<file path="config.mk">
export PLATFORM = sky130hd
export DESIGN_NAME = csr_multi_buffer
export DESIGN_NICKNAME = d
export VERILOG_FILES = /design/src/rtl/csr_multi_buffer_pkg.sv /design/src/rtl/csr_multi_buffer.sv
export SDC_FILE = /design/constraint.sdc
export NUM_CORES = 1
export LEC_CHECK = 0
export ABC_AREA = 1
export CORE_AREA = 10 10 77 79
export CTS_CLUSTER_DIAMETER = 200
export DETAILED_ROUTE_END_ITERATION = 7
export DIE_AREA = 0 0 87 89
export DONT_BUFFER_PORTS = 1
export GPL_TIMING_DRIVEN = 0
export PLACE_DENSITY_LB_ADDON = 0.25
export SYNTH_ARGS = -nofsm -noshare
export SYNTH_HDL_FRONTEND = slang
export SYNTH_SLANG_ARGS = --single-unit
</file>
<file path="constraint.sdc">
create_clock -name clk_i -period 1.6 [get_ports clk_i]
set_clock_uncertainty 0.2 [all_clocks]
set_input_delay 0.32 -clock clk_i [delete_from_list [all_inputs] [get_ports clk_i]]
set_output_delay 0.32 -clock clk_i [all_outputs]
set_load 0.02 [all_outputs]
</file>
<file path="src/rtl/csr_multi_buffer_pkg.sv">
// Shared types for the CSR commit buffer: functional-unit operand bundle,
// stored entry layout and the FIFO operation decode.
package csr_multi_buffer_pkg;

    localparam int unsigned XLEN          = 64;
    localparam int unsigned TRANS_ID_BITS = 3;
    localparam int unsigned CSR_ADDR_BITS = 12;

    typedef logic [XLEN-1:0]          xlen_t;
    typedef logic [TRANS_ID_BITS-1:0] trans_id_t;

    typedef struct packed {
        xlen_t     operand_a;
        xlen_t     operand_b;
        trans_id_t trans_id;
    } fu_data_t;

    typedef struct packed {
        logic [CSR_ADDR_BITS-1:0] addr;
        trans_id_t                trans_id;
    } csr_buf_entry_t;

    typedef enum logic [1:0] {
        OP_NONE = 2'd0,
        OP_PUSH = 2'd1,
        OP_POP  = 2'd2,
        OP_BOTH = 2'd3
    } fifo_op_e;

    function automatic bit is_pow2(input int unsigned n);
        return (n != 0) && ((n & (n - 1)) == 0);
    endfunction

endpackage

</file>
<file path="src/rtl/csr_multi_buffer.sv">
// Multi-entry CSR address buffer between issue and commit: a circular FIFO of
// {addr, trans_id} that lets issue run ahead of commit by several CSR ops.
module csr_multi_buffer
    import csr_multi_buffer_pkg::*;
#(
    parameter int unsigned NR_ENTRIES = 2
) (
    input  logic                             clk_i,
    input  logic                             rst_ni,
    input  logic                             clr_i,
    input  logic                             flush_i,
    input  fu_data_t                         fu_data_i,
    output logic                             csr_ready_o,
    input  logic                             csr_valid_i,
    output xlen_t                            csr_result_o,
    input  logic                             csr_commit_i,
    output logic [CSR_ADDR_BITS-1:0]         csr_addr_o,
    output logic [TRANS_ID_BITS-1:0]         csr_trans_id_o,
    output logic                             csr_head_valid_o,
    output logic [$clog2(NR_ENTRIES+1)-1:0]  csr_count_o
);

    // A single-entry buffer still needs a 1-bit pointer; it is simply held at 0.
    localparam int unsigned PTR_W = (NR_ENTRIES > 1) ? $clog2(NR_ENTRIES) : 1;
    localparam int unsigned CNT_W = $clog2(NR_ENTRIES + 1);
    localparam logic [CNT_W-1:0] FULL_CNT = CNT_W'(NR_ENTRIES);

    function automatic logic [PTR_W-1:0] ptr_incr(input logic [PTR_W-1:0] ptr);
        if (NR_ENTRIES == 1) begin
            return '0;
        end
        return ptr + PTR_W'(1);
    endfunction

    logic [PTR_W-1:0] wr_ptr_q, wr_ptr_d;
    logic [PTR_W-1:0] rd_ptr_q, rd_ptr_d;
    logic [CNT_W-1:0] count_q, count_d;
    csr_buf_entry_t   mem_q [NR_ENTRIES];
    csr_buf_entry_t   new_entry;

    logic     empty;
    logic     full;
    logic     push;
    logic     pop;
    logic     discard;
    fifo_op_e op;

    assign empty   = (count_q == '0);
    assign full    = (count_q == FULL_CNT);
    assign discard = flush_i || clr_i;

    // A full buffer committing this cycle frees its head, so it can take a push.
    assign csr_ready_o  = !full || (csr_commit_i && !empty);
    assign push         = csr_valid_i && csr_ready_o;
    assign pop          = csr_commit_i && !empty;
    assign csr_result_o = fu_data_i.operand_a;

    assign new_entry.addr     = fu_data_i.operand_b[CSR_ADDR_BITS-1:0];
    assign new_entry.trans_id = fu_data_i.trans_id;

    logic unused_operand_b;
    assign unused_operand_b = ^fu_data_i.operand_b[XLEN-1:CSR_ADDR_BITS];

    always_comb begin
        op = OP_NONE;
        if (push && pop) begin
            op = OP_BOTH;
        end else if (push) begin
            op = OP_PUSH;
        end else if (pop) begin
            op = OP_POP;
        end
    end

    always_comb begin
        wr_ptr_d = wr_ptr_q;
        rd_ptr_d = rd_ptr_q;
        count_d  = count_q;
        unique case (op)
            OP_PUSH: begin
                wr_ptr_d = ptr_incr(wr_ptr_q);
                count_d  = count_q + CNT_W'(1);
            end
            OP_POP: begin
                rd_ptr_d = ptr_incr(rd_ptr_q);
                count_d  = count_q - CNT_W'(1);
            end
            OP_BOTH: begin
                wr_ptr_d = ptr_incr(wr_ptr_q);
                rd_ptr_d = ptr_incr(rd_ptr_q);
            end
            default: begin
            end
        endcase
        // Flush and clear win over any push or commit in the same cycle.
        if (discard) begin
            wr_ptr_d = '0;
            rd_ptr_d = '0;
            count_d  = '0;
        end
    end

    always_ff @(posedge clk_i or negedge rst_ni) begin
        if (!rst_ni) begin
            wr_ptr_q <= '0;
            rd_ptr_q <= '0;
            count_q  <= '0;
        end else begin
            wr_ptr_q <= wr_ptr_d;
            rd_ptr_q <= rd_ptr_d;
            count_q  <= count_d;
        end
    end

    // Flush leaves stale entries behind; only clear wipes the storage.
    always_ff @(posedge clk_i or negedge rst_ni) begin
        if (!rst_ni) begin
            for (int i = 0; i < NR_ENTRIES; i++) begin
                mem_q[i] <= '0;
            end
        end else if (clr_i) begin
            for (int i = 0; i < NR_ENTRIES; i++) begin
                mem_q[i] <= '0;
            end
        end else if (push && !flush_i) begin
            mem_q[wr_ptr_q] <= new_entry;
        end
    end

    assign csr_head_valid_o = !empty;
    assign csr_addr_o       = empty ? '0 : mem_q[rd_ptr_q].addr;
    assign csr_trans_id_o   = empty ? '0 : mem_q[rd_ptr_q].trans_id;
    assign csr_count_o      = count_q;

    a_push_when_ready : assert property (
        @(posedge clk_i) disable iff (!rst_ni) csr_valid_i |-> csr_ready_o
    ) else $error("csr_multi_buffer: CSR op issued while buffer not ready, op dropped");

    a_commit_not_empty : assert property (
        @(posedge clk_i) disable iff (!rst_ni) csr_commit_i |-> !empty
    ) else $error("csr_multi_buffer: commit while buffer empty ignored");

    a_depth_pow2 : assert property (
        @(posedge clk_i) is_pow2(NR_ENTRIES)
    ) else $error("csr_multi_buffer: NR_ENTRIES must be a power of two");

endmodule
</file>
==> impl_metrics.sql, run 1 <==
INSERT INTO impl_metrics (metric_group, metric, value, unit) VALUES
('setup_path', 'cp_data_arrival_time', '1430', 'ps'),
('route', 'routed_wire_length_per_instance', '18.2', 'um'),
('global_routing', 'antenna_violations_before_repair', '0', ''),
('setup_path', 'cp_top_family', 'flip-flops', ''),
('final_layout', 'drive_above_1_share', '41.2', '%'),
('power', 'ir_worst_vdd', '0.544', 'mV'),
('clock_tree', 'h-tree-depth', '2', ''),
('run_status', 'failed_checks', 'setup timing', ''),
('final_layout', 'area_growth_from_synthesis_to_final_layout', '37.1', '%'),
('setup_path', 'critical_path_depth', '5', ''),
('global_routing', 'grt_pass1_vias', '2068', ''),
('synth', 'instance_count_of_the_mapped_netlist', '280', ''),
('synth', 'synth_area_per_cell', '7.76', 'um^2'),
('floorplanning', 'coreArea', '0.00454', 'mm^2'),
('place', 'placement.io_buffers', '0', ''),
('place', 'dp_hpwl', '4950', 'um'),
('setup_path', 'setup.worst_path.start', 'csr_count_o[1]$_DFFE_PN0P_', ''),
('clock_tree', 'clk_transition_reported_paths', '70', 'ps'),
('route', 'dr.pass1.iters', '5', ''),
('power', 'power_density', '788', 'mW/mm^2'),
('synth', 'synth.yosys.seq_area_share', '39.1', '%'),
('synth', 'area_of_the_mapped_netlist', '0.00217', 'mm^2'),
('setup_path', 'worstSetupEndpointType', 'primary output', ''),
('setup_path', 'worstRegToRegCells', '9', ''),
('setup_path', 'critical_path.endpoint', 'csr_addr_o[10]', ''),
('setup_path', 'cp_slowest_cell', 'sky130_fd_sc_hd__dfrtp_2', ''),
('sta', 'hold_viol', '0', ''),
('floorplanning', 'placement_rows', '25', ''),
('setup_path', 'timing_worst_setup_path_type', 'flop to primary output', ''),
('global_routing', 'globalRouteMet2Util', '27.0', '%'),
('setup_path', 'critPathMaxFanout', '6', ''),
('route', 'drt-vias-per-instance', '5.01', ''),
('setup_path', 'setup.worst_path.start_class', 'flop', ''),
('clock_tree', 'cts-buffers-inserted', '5', ''),
('setup_path', 'crit_chain', 'inv_4 > nand2_8 > inv_8 > buf_12 > a21oi_4', ''),
('clock_tree', 'ctsRootBufferMaster', 'sky130_fd_sc_hd__clkbuf_8', ''),
('setup_path', 'worst_ep_required_time', '1080', 'ps'),
('route', 'final_antenna_net_count', '0', ''),
('final_layout', 'insertedDiodeCount', '0', ''),
('setup_path', 'destination_of_the_worst_register_to_register_timing_path', 'mem_q[9]$_DFFE_PN0P_', ''),
('sta', 'unrepaired_setup_endpoints_after_global_routing', 'true', ''),
('setup_path', 'max_stage_delay', '520', 'ps'),
('clock_tree', 'tritoncts', 'done', ''),
('sta', 'report.final.setup_viol', '46', ''),
('floorplanning', 'floorplan.die_area', '0.00774', 'mm^2'),
('global_routing', 'busiest_metal_layer_after_global_routing', 'met2', ''),
('min_path', 'min_path_type', 'primary input to flop', ''),
('setup_path', 'timing.rr.start', 'csr_count_o[0]$_DFFE_PN0P_', ''),
('place', 'placedCellCount', '334', ''),
('sta', 'layout_worst_path_cycle_share', '122', '%'),
('final_layout', 'fillers', '350', ''),
('setup_path', 'crit_buf_inv', '3', ''),
('clock_tree', 'cts.sinks', '34', ''),
('floorplanning', 'initial_core_util', '47.9', '%'),
('global_routing', 'grt_remaining_overflow', '0', ''),
('synth', 'ys_seq_elements', '34', ''),
('run_status', 'run_status', 'finished with violations', ''),
('floorplanning', 'die_boundary_width', '87', 'um'),
('synth', 'mappedNetlistNets', '417', ''),
('place', 'gp_congestion', '0.794', ''),
('sta', 'layout_setup_ws', '-348', 'ps'),
('sta', 'worst_slew_margin_rel', '79.1', '%'),
('synth', 'synth.yosys.warnings', '0', ''),
('final_layout', 'count_of_placed_standard_cells_in_the_final_layout_fillers_left_out', '372', ''),
('sta', 'max_clock_freq', '513', 'MHz'),
('route', 'detail_route.drc_violations', '0', ''),
('final_layout', 'fin_nets', '454', ''),
('clock_tree', 'insertion_delay', '290', 'ps'),
('sta', 'max_slew.worst_pin.slew', '313', 'ps'),
('power', 'static-leakage-power', '0.00146', 'uW'),
('route', 'route.vias.total', '1862', '');
layer usage:
metal  up-vias  routed length (um)
li1        873                   -
met1       846                2480
met2       137                3360
met3         6                 870
met4         0                  65
met5         -                   0
cells in the mapped netlist:
| cell | n | share of area, % |
|---|---|---|
| sky130_fd_sc_hd__nor2_4 | 2 | 1.0 |
| sky130_fd_sc_hd__buf_4 | 64 | 22 |
| sky130_fd_sc_hd__nand3_1 | 7 | 1.6 |
| sky130_fd_sc_hd__inv_1 | 5 | 0.86 |
| sky130_fd_sc_hd__a21oi_1 | 16 | 3.7 |
| sky130_fd_sc_hd__nand2_4 | 3 | 1.6 |
| sky130_fd_sc_hd__buf_12 | 1 | 0.92 |
| sky130_fd_sc_hd__dfrtp_1 | 34 | 39 |
| sky130_fd_sc_hd__or2_2 | 1 | 0.29 |
| sky130_fd_sc_hd__nand3b_4 | 1 | 0.92 |
| sky130_fd_sc_hd__o21ai_0 | 2 | 0.46 |
| sky130_fd_sc_hd__nand2_1 | 126 | 22 |
| sky130_fd_sc_hd__nor2_1 | 1 | 0.17 |
| sky130_fd_sc_hd__buf_2 | 2 | 0.46 |
| sky130_fd_sc_hd__o211ai_1 | 1 | 0.35 |
| sky130_fd_sc_hd__buf_6 | 3 | 1.6 |
| sky130_fd_sc_hd__clkinv_1 | 1 | 0.17 |
| sky130_fd_sc_hd__nand4_1 | 1 | 0.29 |
| sky130_fd_sc_hd__nand3_4 | 1 | 0.81 |
| sky130_fd_sc_hd__nand2_2 | 4 | 1.2 |
| sky130_fd_sc_hd__inv_2 | 2 | 0.35 |
| sky130_fd_sc_hd__clkbuf_1 | 2 | 0.35 |
power by group:
part           internal (uW)  switching (uW)
Sequential               892            30.0
Combinational            277             351
Clock                    463             333
repair_timing:
action | in CTS | in global routing
hold buffers | 18 | 0
setup endpoints to repair | 35 | 48
resized for setup | 30 | 7
buffers inserted | 9 | 0
endpoints found under the hold margin | 65 | 0
pin swaps | 4 | 4
cloned | 4 | 0
cells by family (layout without fill, tap and decap cells):
group	count (synthesis)	after routing	synth area share [%]
AOI/OAI and AO/OA	19	19	4.49
buffers and inverters	80	118	26.8
DFF	34	34	39.1
and+or+nand+nor	147	147	29.6
worst reg2reg max path, cell delays in order (launching register included):
cell and delay, ps:
sky130_fd_sc_hd__dfrtp_2 500, sky130_fd_sc_hd__inv_4 80, sky130_fd_sc_hd__buf_4 150, sky130_fd_sc_hd__nand3_4 120
sky130_fd_sc_hd__nand3b_4 130, sky130_fd_sc_hd__buf_12 150, sky130_fd_sc_hd__nor2_4 190, sky130_fd_sc_hd__buf_6 150
sky130_fd_sc_hd__nand2_1 50, sky130_fd_sc_hd__nand2_1 60
flip-flops by register name (all words and copies together) (netlist names):
signal,flops
rd_ptr_q,1
csr_count_o,2
mem_q,30
wr_ptr_q,1
layout by cell type (no fill, tap or decap), types with 2 or more instances in the layout:
master                          netlist  layout
sky130_fd_sc_hd__clkbuf_8             0       6
sky130_fd_sc_hd__nand2_4              3       2
sky130_fd_sc_hd__dfrtp_2              0       3
sky130_fd_sc_hd__dlygate4sd3_1        0      17
sky130_fd_sc_hd__buf_12               1       4
sky130_fd_sc_hd__nand3_1              7       6
sky130_fd_sc_hd__buf_4               64      68
sky130_fd_sc_hd__buf_6                3       8
sky130_fd_sc_hd__a21oi_4              0      15
sky130_fd_sc_hd__nand2_2              4       5
sky130_fd_sc_hd__nand2_8              0       2
sky130_fd_sc_hd__dfrtp_1             34      31
sky130_fd_sc_hd__clkinvlp_4           0       2
sky130_fd_sc_hd__inv_4                0       2
sky130_fd_sc_hd__nor2_4               2       2
sky130_fd_sc_hd__inv_1                5       3
sky130_fd_sc_hd__nand3_4              1       2
sky130_fd_sc_hd__nand2_1            126     124
sky130_fd_sc_hd__o21ai_0              2       2
per-stage QoR:
stage                     cell area [um^2]  TNS [ps]  total power, uW  util, %  setup WS (ps)
after floorplan                       2310         0             1340        -           5.18
after global placement                2380     -3890             1400     52.4           -319
after detailed placement              2380     -4030             1400     52.4           -309
after CTS                             2950     -9840             2360     65.0           -385
after global routing                  2980    -14510             2450     65.7           -394
final                                 2980    -11330             2350     65.7           -348
area by class of cell:
type | count | area, um^2 | area share, %
inverters | 8 | 47.5 | 1.60
well taps | 54 | 67.6 | 2.27
multi-input cells | 166 | 950 | 31.9
plain buffers | 71 | 579 | 19.4
flip-flops and latches | 34 | 855 | 28.7
repair buffers | 31 | 368 | 12.3
clock inverters | 3 | 45.0 | 1.51
clock buffers | 5 | 68.8 | 2.31
how the worst min path moves through the flow:
stage          depth (start not counted)   startpoint                         end  slack [ps]
6_report                               3      flush_i        rd_ptr_q$_DFFE_PN0P_          40
3_3_place_gp                           0       rst_ni       mem_q[10]$_DFFE_PN0P_        -170
4_1_cts                                3  csr_valid_i        wr_ptr_q$_DFFE_PN0P_          40
3_5_place_dp                           0       rst_ni       mem_q[10]$_DFFE_PN0P_        -170
2_1_floorplan                          0       rst_ni  csr_count_o[0]$_DFFE_PN0P_        -180
5_1_grt                                3  csr_valid_i  csr_count_o[0]$_DFFE_PN0P_          60
No activity file was read; power rests on OpenSTA's default activity.
==> inputs of run 2 (changes only) <==
- PLACE_DENSITY: default -> 0.7
- PLACE_DENSITY_LB_ADDON: 0.25 -> default
==> impl_metrics.sql, run 2 (synthesis results as in run 1) <==
INSERT INTO impl_metrics (metric_group, metric, value, unit) VALUES
('clock_tree', 'h-tree-depth', '2', ''),
('clock_tree', 'tritoncts', 'done', ''),
('clock_tree', 'cts.sinks', '34', ''),
('floorplanning', 'floorplan.die_area', '0.00774', 'mm^2'),
('global_routing', 'grt_use_met1', '17.4', '%'),
('global_routing', 'grt_remaining_overflow', '0', ''),
('global_routing', 'track_usage', '17.8', '%'),
('min_path', 'min_path_type', 'primary input to flop', ''),
('route', 'drt_iter0_markers', '126', ''),
('clock_tree', 'insertion_delay', '290', 'ps'),
('clock_tree', 'ctsRootBufferMaster', 'sky130_fd_sc_hd__clkbuf_8', ''),
('setup_path', 'worstSetupEndpointType', 'primary output', ''),
('final_layout', 'final_common_cell', 'sky130_fd_sc_hd__nand2_1', ''),
('final_layout', 'insertedDiodeCount', '0', ''),
('power', 'static-leakage-power', '0.00154', 'uW'),
('floorplanning', 'die_height', '89', 'um'),
('sta', 'worst_slew_margin_rel', '76.1', '%'),
('floorplanning', 'io_pins', '220', ''),
('global_routing', 'busiest_metal_layer_after_global_routing', 'met2', ''),
('setup_path', 'cp_data_arrival_time', '1410', 'ps'),
('run_status', 'failed_checks', 'setup timing', ''),
('setup_path', 'timing_worst_setup_path_type', 'flop to primary output', ''),
('route', 'wirelength', '7160', 'um'),
('place', 'gp_congestion', '0.743', ''),
('floorplanning', 'die_boundary_width', '87', 'um'),
('final_layout', 'fin_nets', '457', ''),
('floorplanning', 'coreArea', '0.00454', 'mm^2'),
('route', 'routed_wire_length_per_instance', '19.1', 'um'),
('run_status', 'run_status', 'finished with violations', ''),
('final_layout', 'count_of_placed_standard_cells_in_the_final_layout_fillers_left_out', '375', ''),
('sta', 'layout_setup_ws', '-334', 'ps'),
('power', 'post-layout-total-power', '2570', 'uW'),
('global_routing', 'grt_pass1_wl', '10900', 'um'),
('sta', 'report.final.setup_viol', '46', ''),
('route', 'detail_route.drc_violations', '0', ''),
('sta', 'max_slew.worst_pin.slew', '357', 'ps'),
('global_routing', 'globalRouteMet3Util', '9.75', '%'),
('floorplanning', 'placement_rows', '25', ''),
('setup_path', 'worst_ep_required_time', '1080', 'ps'),
('place', 'placement.io_buffers', '0', ''),
('final_layout', 'drive_above_1_share', '52.6', '%'),
('setup_path', 'timing.rr.start', 'csr_count_o[0]$_DFFE_PN0P_', ''),
('route', 'drt-vias-per-instance', '5.19', ''),
('floorplanning', 'initial_core_util', '47.9', '%'),
('global_routing', 'globalRouteMet2Util', '30.8', '%'),
('sta', 'layout_worst_path_cycle_share', '121', '%'),
('final_layout', 'final_cell_mix', 'sky130_fd_sc_hd__nand2_1, sky130_fd_sc_hd__buf_4, sky130_fd_sc_hd__nand2_2', ''),
('final_layout', 'fillers', '322', ''),
('place', 'dp_hpwl', '5040', 'um'),
('global_routing', 'grt_pass1_vias', '2137', ''),
('global_routing', 'pin_count_of_the_biggest_net_entering_global_routing', '35', ''),
('place', 'placedCellCount', '334', ''),
('clock_tree', 'clk_transition_reported_paths', '70', 'ps'),
('setup_path', 'setup.worst_path.start', 'csr_count_o[1]$_DFFE_PN0P_', ''),
('sta', 'hold_viol', '0', ''),
('sta', 'holdWs', '51.0', 'ps'),
('final_layout', 'flip_flop_count_of_the_largest_register_all_copies_and_words_added', '30', ''),
('setup_path', 'setup.worst_path.start_class', 'flop', ''),
('flow_run', 'drv_cap', '0', ''),
('clock_tree', 'cts-root-to-sink-buffers', '2', ''),
('sta', 'number_of_pins_exceeding_their_max_slew_limit_in_the_final_report', '0', ''),
('global_routing', 'antenna_violations_before_repair', '0', ''),
('clock_tree', 'cts-buffers-inserted', '5', ''),
('route', 'final_antenna_net_count', '0', ''),
('setup_path', 'critPathMaxFanout', '6', ''),
('route', 'route.vias.total', '1948', ''),
('sta', 'max_clock_freq', '517', 'MHz'),
('sta', 'timing.final.crit_period', '1930', 'ps'),
('route', 'dr.pass1.iters', '4', ''),
('sta', 'unrepaired_setup_endpoints_after_global_routing', 'true', ''),
('place', 'dpl_worst_slack', '-306', 'ps'),
('min_path', 'hold_path.startpoint', 'csr_valid_i', ''),
('final_layout', 'most_flops_register', 'mem_q', ''),
('power', 'ir_worst_vdd', '0.720', 'mV'),
('final_layout', 'area_growth_from_synthesis_to_final_layout', '46.2', '%'),
('power', 'power_density', '810', 'mW/mm^2');
-- run 2: cell count changes in the layout (fill, tap and decap cells not counted), sizes merged --
cell         previous run  this run
buf                    82        87
clkinvlp                2         0
bufinv                  1         2
dlygate4sd3            17        16
clkbuf                  7         8
bufbuf                  1         0
-- run 2: critical path: stages, from the launching register on --
cell and delay, ps:
sky130_fd_sc_hd__dfrtp_2 520, sky130_fd_sc_hd__inv_4 70, sky130_fd_sc_hd__nand2_8 120, sky130_fd_sc_hd__inv_8 60, sky130_fd_sc_hd__buf_12 140, sky130_fd_sc_hd__a21oi_4 210
-- run 2: worst paths after layout --
kind / depth (start not counted) / slack (ps) / to
worst max-delay path: 5 / -330 / csr_trans_id_o[0]
worst min-delay path: 3 / 50 / csr_count_o[1]$_DFFE_PN0P_
worst max register to register: 9 / -220 / mem_q[29]$_DFFE_PN0P_
worst min register to register: 2 / 280 / mem_q[5]$_DFFE_PN0P_
max in group asynchronous: 2 / 740 / csr_count_o[0]$_DFFE_PN0P_
min in group asynchronous: 2 / 260 / mem_q[8]$_DFFE_PN0P_
-- run 2: area by class of cell --
| type | count | area, um^2 | share of cell area [%] |
|---|---|---|---|
| Sequential cell | 34 | 853 | 26.9 |
| Buffer | 72 | 604 | 19.0 |
| Clock buffer | 6 | 82.6 | 2.60 |
| Clock inverter | 2 | 60.1 | 1.89 |
| Multi-Input combinational cell | 166 | 1070 | 33.6 |
| Timing Repair Buffer | 33 | 394 | 12.4 |
| Inverter | 8 | 47.5 | 1.50 |
| Tap cell | 54 | 67.6 | 2.13 |
-- run 2: power breakdown --
part	internal, uW	switching, uW	leakage [uW]	total (uW)
clock	664	314	0.0000714	979
combinational	294	380	0.00101	674
sequential	893	28.6	0.000464	921
total	1850	723	0.00154	2570
-- run 2: per-stage QoR --
stage	utilization [%]	area, um^2	TNS (ps)
after floorplan	-	2310	0
after global placement	52.4	2380	-3650
after detailed placement	52.4	2380	-3970
after CTS	67.1	3040	-10960
after global routing	70.0	3180	-13750
final	70.0	3180	-10470
-- run 2: repair_timing --
action / CTS / global route
gates resized for setup: 35 / 48
hold endpoints to repair: 64 / 0
endpoints found under the setup margin: 35 / 48
setup buffers: 10 / 1
pin swaps: 7 / 36
hold buffers: 17 / 0
gates cloned: 5 / 0
-- run 2: routing by layer --
layer  wire length, um  share of wire, %
met1              2370                33
met2              3640                51
met3              1020                14
met4               127               1.8
met5                 0                 0
